## src/rtl/conv_stim_source_pkg.sv

```systemverilog
// Shared types and constants for the conv_8_4 stimulus source.
// Holds the sample type, the FSM state encoding and the load-select codes.
package conv_stim_source_pkg;

    localparam int WIDTH = 8;
    localparam int NX    = 8;
    localparam int NF    = 4;
    localparam int LOGX  = 3;
    localparam int LOGF  = 2;
    localparam int RUNW  = 4;

    typedef logic signed [WIDTH-1:0] sample_t;

    typedef enum logic {
        IDLE = 1'b0,
        SEND = 1'b1
    } state_t;

    localparam logic SEL_X = 1'b0;
    localparam logic SEL_F = 1'b1;

endpackage

```

## src/rtl/conv_stim_source_if.sv

```systemverilog
// Valid/ready stream bundle carrying the x and f channels towards conv_8_4.
// The source drives through master; the sink (conv_8_4 or a bench) uses slave.
interface conv_stim_source_if;
    import conv_stim_source_pkg::*;

    sample_t m_data_x;
    logic    m_valid_x;
    logic    m_ready_x;
    sample_t m_data_f;
    logic    m_valid_f;
    logic    m_ready_f;

    modport master (
        output m_data_x, m_valid_x,
        input  m_ready_x,
        output m_data_f, m_valid_f,
        input  m_ready_f
    );

    modport slave (
        input  m_data_x, m_valid_x,
        output m_ready_x,
        input  m_data_f, m_valid_f,
        output m_ready_f
    );

endinterface

```

## src/rtl/conv_stim_source_stream_chan.sv

```systemverilog
// One stream channel: a small register array replayed over valid/ready,
// repeated for the requested number of runs, with a completion flag.
module stream_chan
    import conv_stim_source_pkg::*;
#(
    parameter int DEPTH = NX,
    parameter int LOGD  = LOGX
) (
    input  logic             clk,
    input  logic             reset,
    input  logic             wr_en,
    input  logic [LOGD-1:0]  wr_addr,
    input  sample_t          wr_data,
    input  logic             clear,
    input  logic             go,
    input  logic [RUNW-1:0]  runs,
    input  logic             ready,
    output logic             valid,
    output sample_t          data,
    output logic             finishing,
    output logic             complete
);

    localparam logic [LOGD-1:0] LAST = LOGD'(DEPTH - 1);

    sample_t         arr_q [DEPTH];
    logic [LOGD-1:0] idx_q;
    logic [RUNW-1:0] run_q;
    logic [RUNW-1:0] run_inc;
    logic            fire;
    logic            wrap;

    assign fire      = valid && ready;
    assign wrap      = (idx_q == LAST);
    assign run_inc   = run_q + RUNW'(1);
    // The beat that closes the last run; lets the top leave SEND on this same edge.
    assign finishing = fire && wrap && (run_inc == runs);
    assign data      = arr_q[idx_q];

    // NOTE: non-blocking assignments for all state here, so every register
    // samples its inputs as they stood before the edge.
    always_ff @(posedge clk or negedge reset) begin
        if (!reset) begin
            // NOTE: the sample arrays are reset explicitly; a post-reset stream
            // must emit zeros rather than whatever the flops powered up with.
            for (int i = 0; i < DEPTH; i++) arr_q[i] <= '0;
            idx_q    <= '0;
            run_q    <= '0;
            valid    <= 1'b0;
            complete <= 1'b0;
        end else begin
            if (wr_en) arr_q[wr_addr] <= wr_data;

            if (clear) begin
                idx_q    <= '0;
                run_q    <= '0;
                valid    <= go;
                complete <= 1'b0;
            end else if (fire) begin
                if (wrap) begin
                    idx_q <= '0;
                    run_q <= run_inc;
                    if (run_inc == runs) begin
                        valid    <= 1'b0;
                        complete <= 1'b1;
                    end
                end else begin
                    idx_q <= idx_q + LOGD'(1);
                end
            end
        end
    end

endmodule

```

## src/rtl/conv_stim_source.sv

```systemverilog
// Stimulus source for conv_8_4: host loads x/f vectors while idle, then a
// start streams both vectors num_runs times over independent channels.
module conv_stim_source
    import conv_stim_source_pkg::*;
(
    input  logic            clk,
    input  logic            reset,
    input  logic            ld_en,
    input  logic            ld_sel,
    input  logic [LOGX-1:0] ld_addr,
    input  sample_t         ld_data,
    input  logic            start,
    input  logic [RUNW-1:0] num_runs,
    output logic            busy,
    output logic            done,
    conv_stim_source_if.master bus
);

    state_t          state_q;
    state_t          state_d;
    logic            done_d;
    logic            start_ok;
    logic            load_ok;
    logic            go;
    logic [RUNW-1:0] runs_left_q;
    logic            x_finishing;
    logic            x_complete;
    logic            f_finishing;
    logic            f_complete;

    // NOTE: every output of this block gets a default first, so no path
    // through the case leaves a signal unassigned and no latch is inferred.
    always_comb begin
        state_d  = state_q;
        done_d   = 1'b0;
        start_ok = 1'b0;
        load_ok  = 1'b0;
        case (state_q)
            IDLE: begin
                load_ok = ld_en;
                if (start) begin
                    start_ok = 1'b1;
                    if (num_runs == '0) done_d  = 1'b1;
                    else                state_d = SEND;
                end
            end
            SEND: begin
                if ((x_complete || x_finishing) && (f_complete || f_finishing)) begin
                    state_d = IDLE;
                    done_d  = 1'b1;
                end
            end
            default: state_d = IDLE;
        endcase
    end

    always_ff @(posedge clk or negedge reset) begin
        if (!reset) begin
            state_q     <= IDLE;
            done        <= 1'b0;
            runs_left_q <= '0;
        end else begin
            state_q <= state_d;
            done    <= done_d;
            if (start_ok) runs_left_q <= num_runs;
        end
    end

    assign busy = (state_q == SEND);
    assign go   = start_ok && (num_runs != '0);

    stream_chan #(.DEPTH(NX), .LOGD(LOGX)) u_chan_x (
        .clk       (clk),
        .reset     (reset),
        .wr_en     (load_ok && (ld_sel == SEL_X)),
        .wr_addr   (ld_addr),
        .wr_data   (ld_data),
        .clear     (start_ok),
        .go        (go),
        .runs      (runs_left_q),
        .ready     (bus.m_ready_x),
        .valid     (bus.m_valid_x),
        .data      (bus.m_data_x),
        .finishing (x_finishing),
        .complete  (x_complete)
    );

    stream_chan #(.DEPTH(NF), .LOGD(LOGF)) u_chan_f (
        .clk       (clk),
        .reset     (reset),
        .wr_en     (load_ok && (ld_sel == SEL_F)),
        .wr_addr   (ld_addr[LOGF-1:0]),
        .wr_data   (ld_data),
        .clear     (start_ok),
        .go        (go),
        .runs      (runs_left_q),
        .ready     (bus.m_ready_f),
        .valid     (bus.m_valid_f),
        .data      (bus.m_data_f),
        .finishing (f_finishing),
        .complete  (f_complete)
    );

endmodule

```

## src/flat_wrapper.sv

```systemverilog
// flat-port wrapper written by rule: the top's interface ports become plain ports
module conv_stim_source_flat import conv_stim_source_pkg::*;
  (clk, reset, ld_en, ld_sel, ld_addr, ld_data, start, num_runs, busy, done, bus_m_data_x, bus_m_valid_x, bus_m_ready_x, bus_m_data_f, bus_m_valid_f, bus_m_ready_f);
  conv_stim_source_if bus_i ();
  input  logic clk;
  input  logic reset;
  input  logic ld_en;
  input  logic ld_sel;
  input  logic [LOGX-1:0] ld_addr;
  input  sample_t ld_data;
  input  logic start;
  input  logic [RUNW-1:0] num_runs;
  output logic busy;
  output logic done;
  output wire logic [$bits(bus_i.m_data_x)-1:0] bus_m_data_x;
  output wire logic [$bits(bus_i.m_valid_x)-1:0] bus_m_valid_x;
  input wire logic [$bits(bus_i.m_ready_x)-1:0] bus_m_ready_x;
  output wire logic [$bits(bus_i.m_data_f)-1:0] bus_m_data_f;
  output wire logic [$bits(bus_i.m_valid_f)-1:0] bus_m_valid_f;
  input wire logic [$bits(bus_i.m_ready_f)-1:0] bus_m_ready_f;
  assign bus_m_data_x = bus_i.m_data_x;
  assign bus_m_valid_x = bus_i.m_valid_x;
  assign bus_i.m_ready_x = bus_m_ready_x;
  assign bus_m_data_f = bus_i.m_data_f;
  assign bus_m_valid_f = bus_i.m_valid_f;
  assign bus_i.m_ready_f = bus_m_ready_f;
  conv_stim_source u_core (.clk(clk), .reset(reset), .ld_en(ld_en), .ld_sel(ld_sel), .ld_addr(ld_addr), .ld_data(ld_data), .start(start), .num_runs(num_runs), .busy(busy), .done(done), .bus(bus_i));
endmodule
```

## config.mk

```make
export PLATFORM = sky130hd
export DESIGN_NAME = conv_stim_source_flat
export DESIGN_NICKNAME = d
export VERILOG_FILES = /design/src/rtl/conv_stim_source_pkg.sv /design/src/rtl/conv_stim_source_if.sv /design/src/rtl/conv_stim_source_stream_chan.sv /design/src/rtl/conv_stim_source.sv /design/src/flat_wrapper.sv
export SDC_FILE = /design/constraint.sdc
export NUM_CORES = 1
export LEC_CHECK = 0
export ABC_AREA = 0
export BUFFER_PORTS_ARGS = -buffer_cell sky130_fd_sc_hd__buf_2
export CAP_MARGIN = 20
export CORE_MARGIN = 2
export CORE_UTILIZATION = 54
export CTS_CLUSTER_DIAMETER = 60
export DETAILED_ROUTE_END_ITERATION = 7
export GPL_TIMING_DRIVEN = 0
export PLACE_DENSITY = 0.85
export SLEW_MARGIN = 0
export SYNTH_ARGS = -nofsm -noshare
export SYNTH_HDL_FRONTEND = slang
export SYNTH_SLANG_ARGS = --single-unit
```

## constraint.sdc

```tcl
create_clock -name clk -period 2 [get_ports clk]
set_clock_uncertainty 0.05 [all_clocks]
set_input_delay 0 -clock clk [delete_from_list [all_inputs] [get_ports clk]]
set_output_delay 0 -clock clk [all_outputs]
set_load 0.05 [all_outputs]
```

# Yosys cells after proc, flatten, opt, wreduce, memory -nomap -nowiden
# Index checks and enable logic that the tools add are counted.
# word_totals
in_bits	22
register_bits	119
# op_classes
n_lt_le_gt_ge	6
addsub	4
bitwise_logic	6
eq_ne	4
mux	51
n_reduce_logical	26
# ops
cell	n
64-bit bitwise mux	1
8-bit two-way mux	6
32-bit bitwise mux	1
1-bit two-way mux	25
8-bit binary-select mux with 3-bit select	1
8-bit demux with 3-bit select	1
4-bit two-way mux	6
8-bit binary-select mux with 2-bit select	1
8-bit demux with 2-bit select	1
1-bit logical AND	12
2-bit nonzero test	6
3-bit two-way mux	3
4-bit by 1-bit adder with 4-bit output, second input constant	2
4-bit == test	2
4-bit greater-or-equal comparator, second input constant	2
3-bit inverter with 4-bit output	2
3-bit greater-or-equal comparator, second input constant	2
2-bit two-way mux	3
2-bit inverter with 3-bit output	2
3-bit AND reduction	2
4-bit zero test	1
4-bit by 1-bit less-than comparator with 1-bit output, second input constant	1
1-bit case mux with 2 select lines	2
2-bit AND reduction	2
8 further kinds	10

# Logic depth before layout (Yosys ltp)
# Gate-level depths: netlist of run 1.
# logic_depth
word_depth	7
depth_mapped	6
depth_no_buf	6

# By module
# Synthesis of run 1 repeated with hierarchy kept, for this count alone.
# unflattened
cells_unflattened	360
area_unflattened_um2	5572.8
# by_module_without_submodules
module	seq_area_each_um2	instances	area_each_um2	cells_per_inst
stream_chan at u_core.u_chan_x	1826.8	1	3478.3	218
stream_chan at u_core.u_chan_f	1001.0	1	1826.8	121
conv_stim_source	150.1	1	267.8	21

# Worst setup path before layout of run 1
# OpenSTA, ideal clock, no wires.
# synth_timing
path_kind	reg2reg
startpoint	register u_core.u_chan_f.valid
endpoint	register u_core.state_q, in the netlist u_core.busy
period_less_slack_ns	2.053
slack_ns	-0.053
required_ns	1.826
n_path_buf	0
path_stages_with_launch	5
setup_time_ns	0.124
t_arrival_ns	1.879
cell_sequence	dfrtp_1 -> nand3_2 -> or3_1 -> o31a_1 -> a211o_1
# synth_via
elab_chain_cells	7
# synth_lines
element	line_no	rtl
start, declared	conv_stim_source_stream_chan.sv:18	output logic valid,
start signal, assigned	conv_stim_source_stream_chan.sv:57	valid <= go;
1-bit logical AND	conv_stim_source_stream_chan.sv:33	assign fire = valid && ready;
1-bit logical AND (2 in a row)	conv_stim_source_stream_chan.sv:37	assign finishing = fire && wrap && (run_inc == runs);
1-bit logical OR	conv_stim_source.sv:48	if ((x_complete || x_finishing) && (f_complete || f_finishing)) begin
1-bit logical AND	conv_stim_source.sv:48	
1-bit two-way mux	conv_stim_source.sv:48	
1-bit case mux with 2 select lines	conv_stim_source.sv:38	case (state_q)
named net u_core.state_d	conv_stim_source.sv:20	state_t state_d;
end signal, assigned	conv_stim_source.sv:63	state_q <= state_d;
end, declared	conv_stim_source.sv:19	state_t state_q;
# The timed path passes the listed nets, and every way through them passes these cells.
# A chain may end at the register's enable or synchronous reset.

# Final worst setup path of run 1
# layout_timing
startpoint	register u_core.u_chan_x.idx_q[0]
endpoint	output port bus_m_data_x[4]
# layout_via
elab_chain_cells	4
# layout_lines
element	line_no	rtl
start, declared	conv_stim_source_stream_chan.sv:27	logic [LOGD-1:0] idx_q;
start signal, assigned	conv_stim_source_stream_chan.sv:68	idx_q <= idx_q + LOGD'(1);
3-bit inverter with 4-bit output (implied by the code)	conv_stim_source_stream_chan.sv:38	assign data = arr_q[idx_q];
8-bit binary-select mux with 3-bit select	conv_stim_source_stream_chan.sv:38	
8-bit two-way mux (implied by the code) (2 in a row)	conv_stim_source_stream_chan.sv:38	
end, declared	flat_wrapper.sv:15	output wire logic [$bits(bus_i.m_data_x)-1:0] bus_m_data_x;
# Every way passes these cells. The select of a mux whose other input is x is not followed.

==> reports/results.tsv, run 1 <==
metric	value	unit
grt_max_degree	100	
synth.most_common_cell	dfrtp_1	
worstSetupEndpointType	output port	
initial_core_util	0.559	
ys_warn_count	0	
finalSetupViolations	8	
holdWs	-0.0185	ns
synthesis.area	5460	um^2
dieArea	10900	um^2
period_needed	2.21	ns
synth_fp_nets	406	
path_max_fanout	5	
reg2reg_depth	5	
viasPerCell	5.75	
clock_sinks	119	
synth_common_cells	dfrtp_1 (119), mux2_2 (97), nand2_1 (26)	
cts_tree	done	
crit_chain	buf_12, buf_12, mux4_2, mux2_2, buf_6	
numCtsBuffers	17	
p_int	6220	uW
drv_slew	0	
ant_nets	0	
clock_power_share	0.298	
grt_pass1_wl	19900	um
hold_viol_final	6	
critPathLaunch	u_core.u_chan_x.idx_q[0]	
sw_frac_of_total	0.333	
leakagePower	0.00333	uW
yosys.area.top_type	dfrtp_1	
ys_types	35	
drtIter0Drc	259	
grt_setup_unrepaired	yes	
power.total	9330	uW
dp_hpwl	7540	um
yosysSeqAreaShare	0.545	
final_nets	495	
setup_slack	-0.206	ns
outcome	complete, but fails checks	
drt-total-wl	12500	um
worstSetupPathType	reg2out	
ys_ff_latch	119	
cp.arrival	2.16	ns
antenna_found_initial	0	
p_per_area	1350	nW/um^2
syn-mean-instance-area	14.4	um^2
path_clk_slew	0.06	ns
root_buffer	clkbuf_8	
hold_path.class	in2async	
yosys-top-cells-area	dfrtp_1 (55%), mux2_2 (20%), mux4_2 (9.9%)	
yosysTopAreaCellShare	0.545	
r2r_start	u_core.u_chan_f.run_q[0]	
cp_common_cell	buf_12	
grt.overflow.total	0	
p_comb_frac	0.341	
seqPwrFrac	0.361	
clkLatencyLatePin	0.51	ns
synthArstFlopShare	1.00	
place_ws	-0.316	ns
cpPeakStageDelay	0.53	ns
cp.required	1.95	ns
core_area	9770	um^2
fp-row-count	36	
cap_violations	0	
vias	3525	
tightest_slew	0.883	ns
postSynthCellCount	379	
p_switching	3110	uW
drive_above_1_share	0.460	
peakVddDrop	0.912	mV
grt_use_total	0.242	
die_x	105	um
synth_edf_count	0	
route.detailed.drc	0	
ys.flop_type	dfrtp_1	
slew_headroom	0.410	
ios	42	
gp_congestion	0.830	
wl_per_cell	20.4	um
area_growth	26.5	%
violations	negative hold slack, negative setup slack	
die_y	105	um
fmax	453	MHz
clockBufferDepth	2	
grt_pass1_vias	3870	
htree_levels	4	
antennaDiodeCount	0	
cp_slowest_cell	mux4_2	
port_buffers	40	
first_pass_iters	4	
cp-start-kind	flop	
finalCritPeriodShare	1.10	
## cell usage in the layout (no fill, tap or decap), types with 8 or more instances in the layout
cell type,instances
a21oi_1,9
buf_2,31
clkbuf_1,14
clkbuf_16,16
dfrtp_1,117
dlygate4sd3_1,22
mux2_2,92
mux4_2,24
nand2_1,26
nor2_1,12
xor2_1,8
## state kept, by name, summed over array words and instances, names as in the netlist
signal                    count
u_core.u_chan_x.complete      1
u_core.u_chan_f.idx_q         2
u_core.u_chan_x.valid         1
u_core.busy                   1
u_core.u_chan_x.arr_q        64
u_core.done                   1
u_core.u_chan_f.run_q         4
u_core.runs_left_q            4
u_core.u_chan_f.complete      1
u_core.u_chan_x.run_q         4
u_core.u_chan_f.arr_q        32
u_core.u_chan_x.idx_q         3
u_core.u_chan_f.valid         1
## timing repair
action	CTS	global route
setup buffers	4	2
gates cloned	1	0
hold endpoints to repair	163	0
pin swaps	1	1
hold buffers	22	0
setup endpoints to repair	18	55
gates resized for setup	45	8
## final timing paths
kind | to | slack, ns
min in group clk | u_core.u_chan_f.arr_q[20] | 0.12
max reg2reg | u_core.busy | 0.04
min reg2reg | u_core.u_chan_f.arr_q[19] | 0.44
max | bus_m_data_x[4] | -0.21
min | u_core.u_chan_x.arr_q[19] | -0.02
max in group asynchronous | u_core.u_chan_x.arr_q[10] | 0.67
## power groups by stage
stage          Clock [uW]  Sequential (uW)  Combinational [uW]
2_1_floorplan           0             3330                1950
3_5_place_dp            0             3370                2590
5_1_grt              2940             3420                3370
6_report             2780             3370                3180
4_1_cts              2810             3340                3130
3_3_place_gp            0             3310                2490
## cells by family (layout without fill, tap and decap cells)
kind of cell,Yosys count,in the layout,share of synthesized area
AND/OR/NAND/NOR,68,68,0.0625
flip-flops,119,119,0.545
adder cells (fa/ha/maj),5,5,0.0115
buffers and inverters,24,125,0.0176
XOR/XNOR,16,16,0.0270
multiplexers,130,130,0.317
AO/OA/AOI/OAI,17,17,0.0190
## final cells by class
type                            count  area, um^2
Multi-Input combinational cell    236        2460
Clock buffer                       20         445
Inverter                            3        11.3
Timing Repair Buffer               70         604
Clock inverter                     11         101
Fill cell                         631        2870
Buffer                             21         141
Sequential cell                   119        2980
Tap cell                          133         166
## per-stage QoR
| stage | setup TNS, ns | area [um^2] | hold WS (ns) | utilization | cells |
|---|---|---|---|---|---|
| 5_1_grt | -2.06 | 6910 | 0.0565 | 0.707 | 613 |
| 3_3_place_gp | -57.42 | 5830 | 0.159 | 0.596 | 552 |
| 3_5_place_dp | -2.45 | 5860 | -0.189 | 0.600 | 553 |
| 4_1_cts | -1.67 | 6860 | 0.0528 | 0.701 | 611 |
| 2_1_floorplan | 0 | 5460 | -0.346 | - | 379 |
| 6_report | -1.50 | 6910 | -0.0185 | 0.707 | 613 |
## routing by layer
layer / GRT usage / wire length, um
met5: 0 / 0
met4: 0.0734 / 191
met3: 0.0749 / 694
met2: 0.416 / 6590
met1: 0.294 / 5000
## worst max-delay path, delay by kind of cell (launching register included)
family / cells / cell delay, ns
mux: 2 / 0.82
buf+inv: 3 / 0.42
flops: 1 / 0.39
(Power assumes the default switching activity.)
==> run 2, diff against run 1 <==
--- a/config.mk
+++ b/config.mk
@@ -12,7 +12,6 @@
 export CORE_UTILIZATION = 54
 export CTS_CLUSTER_DIAMETER = 60
 export DETAILED_ROUTE_END_ITERATION = 7
-export GPL_TIMING_DRIVEN = 0
 export PLACE_DENSITY = 0.85
 export SLEW_MARGIN = 0
 export SYNTH_ARGS = -nofsm -noshare
==> reports/results.tsv, run 2 (synthesis gave the netlist of run 1 again) <==
metric	value	unit
cp-start-kind	flop	
die_x	105	um
p_per_area	1350	nW/um^2
ant_nets	0	
antennaDiodeCount	0	
cts_tree	done	
hold_path.class	in2reg	
cp_slowest_cell	mux4_2	
hold_start	ld_sel	
violations	negative setup slack	
path_clk_slew	0.05	ns
worstSetupEndpointType	output port	
first_pass_iters	4	
drive_above_1_share	0.480	
dieArea	10900	um^2
port_buffers	41	
setup_slack	-0.161	ns
tightest_slew	0.527	ns
clock_sinks	119	
fillers	641	
fmax	463	MHz
grt_max_degree	45	
vias	3456	
area_growth	26.3	%
largest-register	u_core.u_chan_x.arr_q	
clkLatencyLatePin	0.52	ns
antenna_found_initial	0	
layout.cells.non_filler	604	
worstSetupPathType	reg2out	
hold_viol_final	0	
leakagePower	0.00336	uW
htree_levels	4	
seqPwrFrac	0.358	
p_int	6340	uW
finalSetupViolations	8	
multiInputGateArea	2450	um^2
grt_use_total	0.232	
holdWs	0.0412	ns
top_regs	u_core.u_chan_x.arr_q x64, u_core.u_chan_f.arr_q x32	
final_common_cell	dfrtp_1	
sw_frac_of_total	0.320	
wl_per_cell	19.6	um
power.total	9330	uW
cp.arrival	2.11	ns
route.detailed.drc	0	
initial_core_util	0.559	
final_nets	489	
grt_setup_unrepaired	yes	
drtIter0Drc	126	
gp_congestion	0.825	
critPathLaunch	u_core.u_chan_x.idx_q[0]	
finalCritPeriodShare	1.08	
drt-total-wl	11900	um
largest_reg_flops	64	
reg2reg_slack	0.06	ns
layout_common_cells	dfrtp_1 (117), mux2_2 (89), buf_2 (32)	
seq_area	2980	um^2
fin_setup_tns	-1.21	ns
clock_power_share	0.303	
cp.required	1.95	ns
clockBufferDepth	2	
p_comb_frac	0.339	
period_needed	2.16	ns
drv_slew	0	
ios	42	
path_max_fanout	5	
root_buffer	clkbuf_8	
r2r_start	u_core.u_chan_f.run_q[0]	
core_area	9770	um^2
peakVddDrop	0.823	mV
cap_violations	0	
grt_pass1_vias	3760	
viasPerCell	5.72	
outcome	complete, but fails checks	
cpPeakStageDelay	0.52	ns
p_switching	2990	uW
grt_pass1_wl	19100	um
dp_hpwl	7290	um
placed_area	5890	um^2
die_y	105	um
slew_headroom	0.648	
grt.overflow.total	0	
crit_chain	buf_6, buf_12, mux4_2, mux2_4, buf_8	
finalInstanceArea	6900	um^2
numCtsBuffers	17	
placed_cells	547	
fp-row-count	36	
## run 2: cell count changes in the layout (fill, tap and decap cells not counted), sizes merged
cell | before | now
bufinv | 1 | 2
buf | 51 | 61
clkinvlp | 4 | 1
inv | 4 | 3
dlymetal6s4s | 0 | 1
clkinv | 5 | 6
clkbuf | 38 | 20
## run 2: cell type report
cell class	instances	share of cell area
clock buffers	19	0.0640
well taps	133	0.0241
repair buffers	85	0.108
flip-flops and latches	119	0.432
multi-input cells	236	0.355
inverters	3	0.00163
clock inverters	9	0.0152
## run 2: per-layer routing
layer / GRT usage / wire (um) / up-vias
li1: - / - / 1543
met1: 0.281 / 4880 / 1794
met2: 0.398 / 6220 / 97
met3: 0.0661 / 588 / 22
met4: 0.0840 / 185 / 0
met5: 0 / 0 / -
## run 2: path summary, 6_finish.rpt
kind,endpoint,cells after the start
min,u_core.u_chan_f.arr_q[3],4
max in group asynchronous,u_core.u_chan_x.run_q[0],4
min reg2reg,u_core.u_chan_x.arr_q[1],1
max,bus_m_data_x[5],5
max reg2reg,u_core.busy,5
min in group asynchronous,u_core.u_chan_f.complete,3
## run 2: power groups by stage
stage          Combinational, uW  Clock (uW)  Sequential, uW
6_report                    3160        2820            3340
5_1_grt                     3390        2980            3400
4_1_cts                     3020        2850            3320
3_5_place_dp                2640           0            3350
3_3_place_gp                2560           0            3310
2_1_floorplan               1950           0            3330
## run 2: worst max-delay path: cells and delay by family, from the launching register on
| kind | cells | cell delay, ns |
|---|---|---|
| buffers and inverters | 3 | 0.41 |
| flip-flops | 1 | 0.37 |
| multiplexers | 2 | 0.81 |
## run 2: stage by stage
step                 util  worst slack, ns
CTS                 0.696           -0.178
detailed placement  0.603          0.00529
finish              0.706           -0.161
global placement    0.603           0.0540
global route        0.706           -0.223
floorplan               -          0.00923
## run 2: timing repair
action	CTS	global route
pin swaps	0	1
setup endpoints to repair	9	43
resized for setup	23	20
hold buffers	23	0
endpoints found under the hold margin	206	0
setup buffers	4	0
gates cloned	1	1
==> run 3, diff against run 2 <==
--- a/config.mk
+++ b/config.mk
@@ -9,10 +9,10 @@
 export BUFFER_PORTS_ARGS = -buffer_cell sky130_fd_sc_hd__buf_2
 export CAP_MARGIN = 20
 export CORE_MARGIN = 2
-export CORE_UTILIZATION = 54
+export CORE_UTILIZATION = 55
 export CTS_CLUSTER_DIAMETER = 60
 export DETAILED_ROUTE_END_ITERATION = 7
-export PLACE_DENSITY = 0.85
+export PLACE_DENSITY = 0.83
 export SLEW_MARGIN = 0
 export SYNTH_ARGS = -nofsm -noshare
 export SYNTH_HDL_FRONTEND = slang
==> constraint.sdc (replaced) <==
create_clock -name clk -period 2.7 [get_ports clk]
set_clock_uncertainty 0.05 [all_clocks]
set_input_delay 0 -clock clk [delete_from_list [all_inputs] [get_ports clk]]
set_output_delay 0 -clock clk [all_outputs]
set_load 0.05 [all_outputs]
==> reports/results.tsv, run 3 (synthesis gave the netlist of run 1 again) <==
metric	value	unit
outcome	finished clean	
largest_reg_flops	64	
dieArea	10700	um^2
cp.required	3.10	ns
wl_per_cell	19.2	um
multiInputGateArea	2390	um^2
post_cts_buffers	0	
crit_chain	nor2b_1, nand2_1, dlygate4sd3_1, nand2_1, dlygate4sd3_1	
hold_viol_final	0	
viasPerCell	5.65	
fmax	424	MHz
antenna_found_initial	0	
gp_congestion	0.801	
cpPeakStageDelay	0.57	ns
area_growth	21.8	%
fp-row-count	36	
antennaDiodeCount	0	
finalCritPeriodShare	0.874	
p_per_area	998	nW/um^2
path_clk_slew	0.06	ns
grt_pass1_wl	19200	um
top_regs	u_core.u_chan_x.arr_q x64, u_core.u_chan_f.arr_q x32	
worstSetupPathType	reg2reg	
cp-start-kind	flop	
worstSetupEndpointType	flop	
port_buffers	41	
core_area	9680	um^2
final_nets	479	
drtIter0Drc	231	
finalInstanceArea	6650	um^2
largest-register	u_core.u_chan_x.arr_q	
grt_setup_unrepaired	no	
ios	42	
final_common_cell	dfrtp_1	
layout_common_cells	dfrtp_1 (119), mux2_2 (97), buf_2 (40)	
route.detailed.drc	0	
clkLatencyLatePin	0.52	ns
finalSetupViolations	0	
tightest_slew	0.779	ns
die_x	104	um
vias	3377	
slew_headroom	0.479	
path_max_fanout	9	
cp.arrival	2.76	ns
dp_hpwl	7250	um
initial_core_util	0.564	
fin_setup_tns	0	ns
die_y	104	um
cp_slowest_cell	dlygate4sd3_1	
leakagePower	0.00326	uW
peakVddDrop	0.667	mV
placed_area	5820	um^2
clockBufferDepth	2	
cts_tree	done	
crit_buf_inv	2	
root_buffer	clkbuf_8	
drv_slew	0	
grt_use_total	0.234	
drive_above_1_share	0.447	
hold_path.class	in2async	
critPathTopFamily	buffers and inverters	
grt_pass1_vias	3699	
cap_violations	0	
seq_area	2980	um^2
clock_sinks	119	
ant_nets	0	
htree_levels	4	
period_needed	2.36	ns
numCtsBuffers	17	
drt-total-wl	11500	um
grt.overflow.total	0	
fillers	659	
grt_max_degree	53	
first_pass_iters	6	
[run 3: worst reg2reg max path, stage by stage, from the launching register on]
cell and delay, ns:
dfrtp_1 0.45, nor2b_1 0.48, nand2_1 0.10, dlygate4sd3_1 0.57, nand2_1 0.08, dlygate4sd3_1 0.56
[run 3: per-layer routing]
layer,global-route usage,vias to the layer above,wire (um)
met5,0,-,0
met4,0.0772,0,166
met3,0.0692,14,399
met2,0.377,75,5780
met1,0.308,1756,5130
li1,-,1532,-
[run 3: where the power goes]
group | internal (uW) | switching, uW
Clock | 1430 | 766
Sequential | 2190 | 276
Combinational | 892 | 1080
[run 3: metrics by stage]
stage | utilization | hold WS [ns] | total power (uW) | cells | setup slack [ns]
4_1_cts | 0.687 | 0.0200 | 6680 | 598 | 0.331
2_1_floorplan | - | -0.346 | 3920 | 379 | 0.647
3_3_place_gp | 0.601 | 0.00557 | 4310 | 541 | 0.684
6_report | 0.687 | 0.00469 | 6640 | 598 | 0.339
5_1_grt | 0.687 | 0.0341 | 6970 | 598 | 0.199
3_5_place_dp | 0.601 | 0.0217 | 4400 | 541 | 0.627
[run 3: final cells by class]
cell class                      instances  area share
Multi-Input combinational cell        236       0.359
Clock inverter                          8      0.0141
Timing Repair Buffer                   75      0.0790
Sequential cell                       119       0.448
Inverter                                3     0.00169
Tap cell                              133      0.0250
Clock buffer                           24      0.0737
[run 3: worst paths after layout]
check / start / to / slack, ns / cells past startpoint
worst max-delay path: u_core.busy / u_core.runs_left_q[1] / 0.34 / 5
worst min-delay path: reset / u_core.u_chan_x.run_q[2] / 0.005 / 2
worst max register to register: u_core.busy / u_core.runs_left_q[1] / 0.34 / 5
worst min register to register: u_core.u_chan_x.arr_q[1] / u_core.u_chan_x.arr_q[1] / 0.44 / 1
max in group asynchronous: reset / u_core.u_chan_x.arr_q[60] / 1.77 / 3
min in group clk: ld_addr[1] / u_core.u_chan_f.arr_q[25] / 0.05 / 3
[run 3: timing repair]
action,4_1_cts,5_1_grt
hold endpoints to repair,166,0
hold buffers,25,0
gates resized for setup,0,0
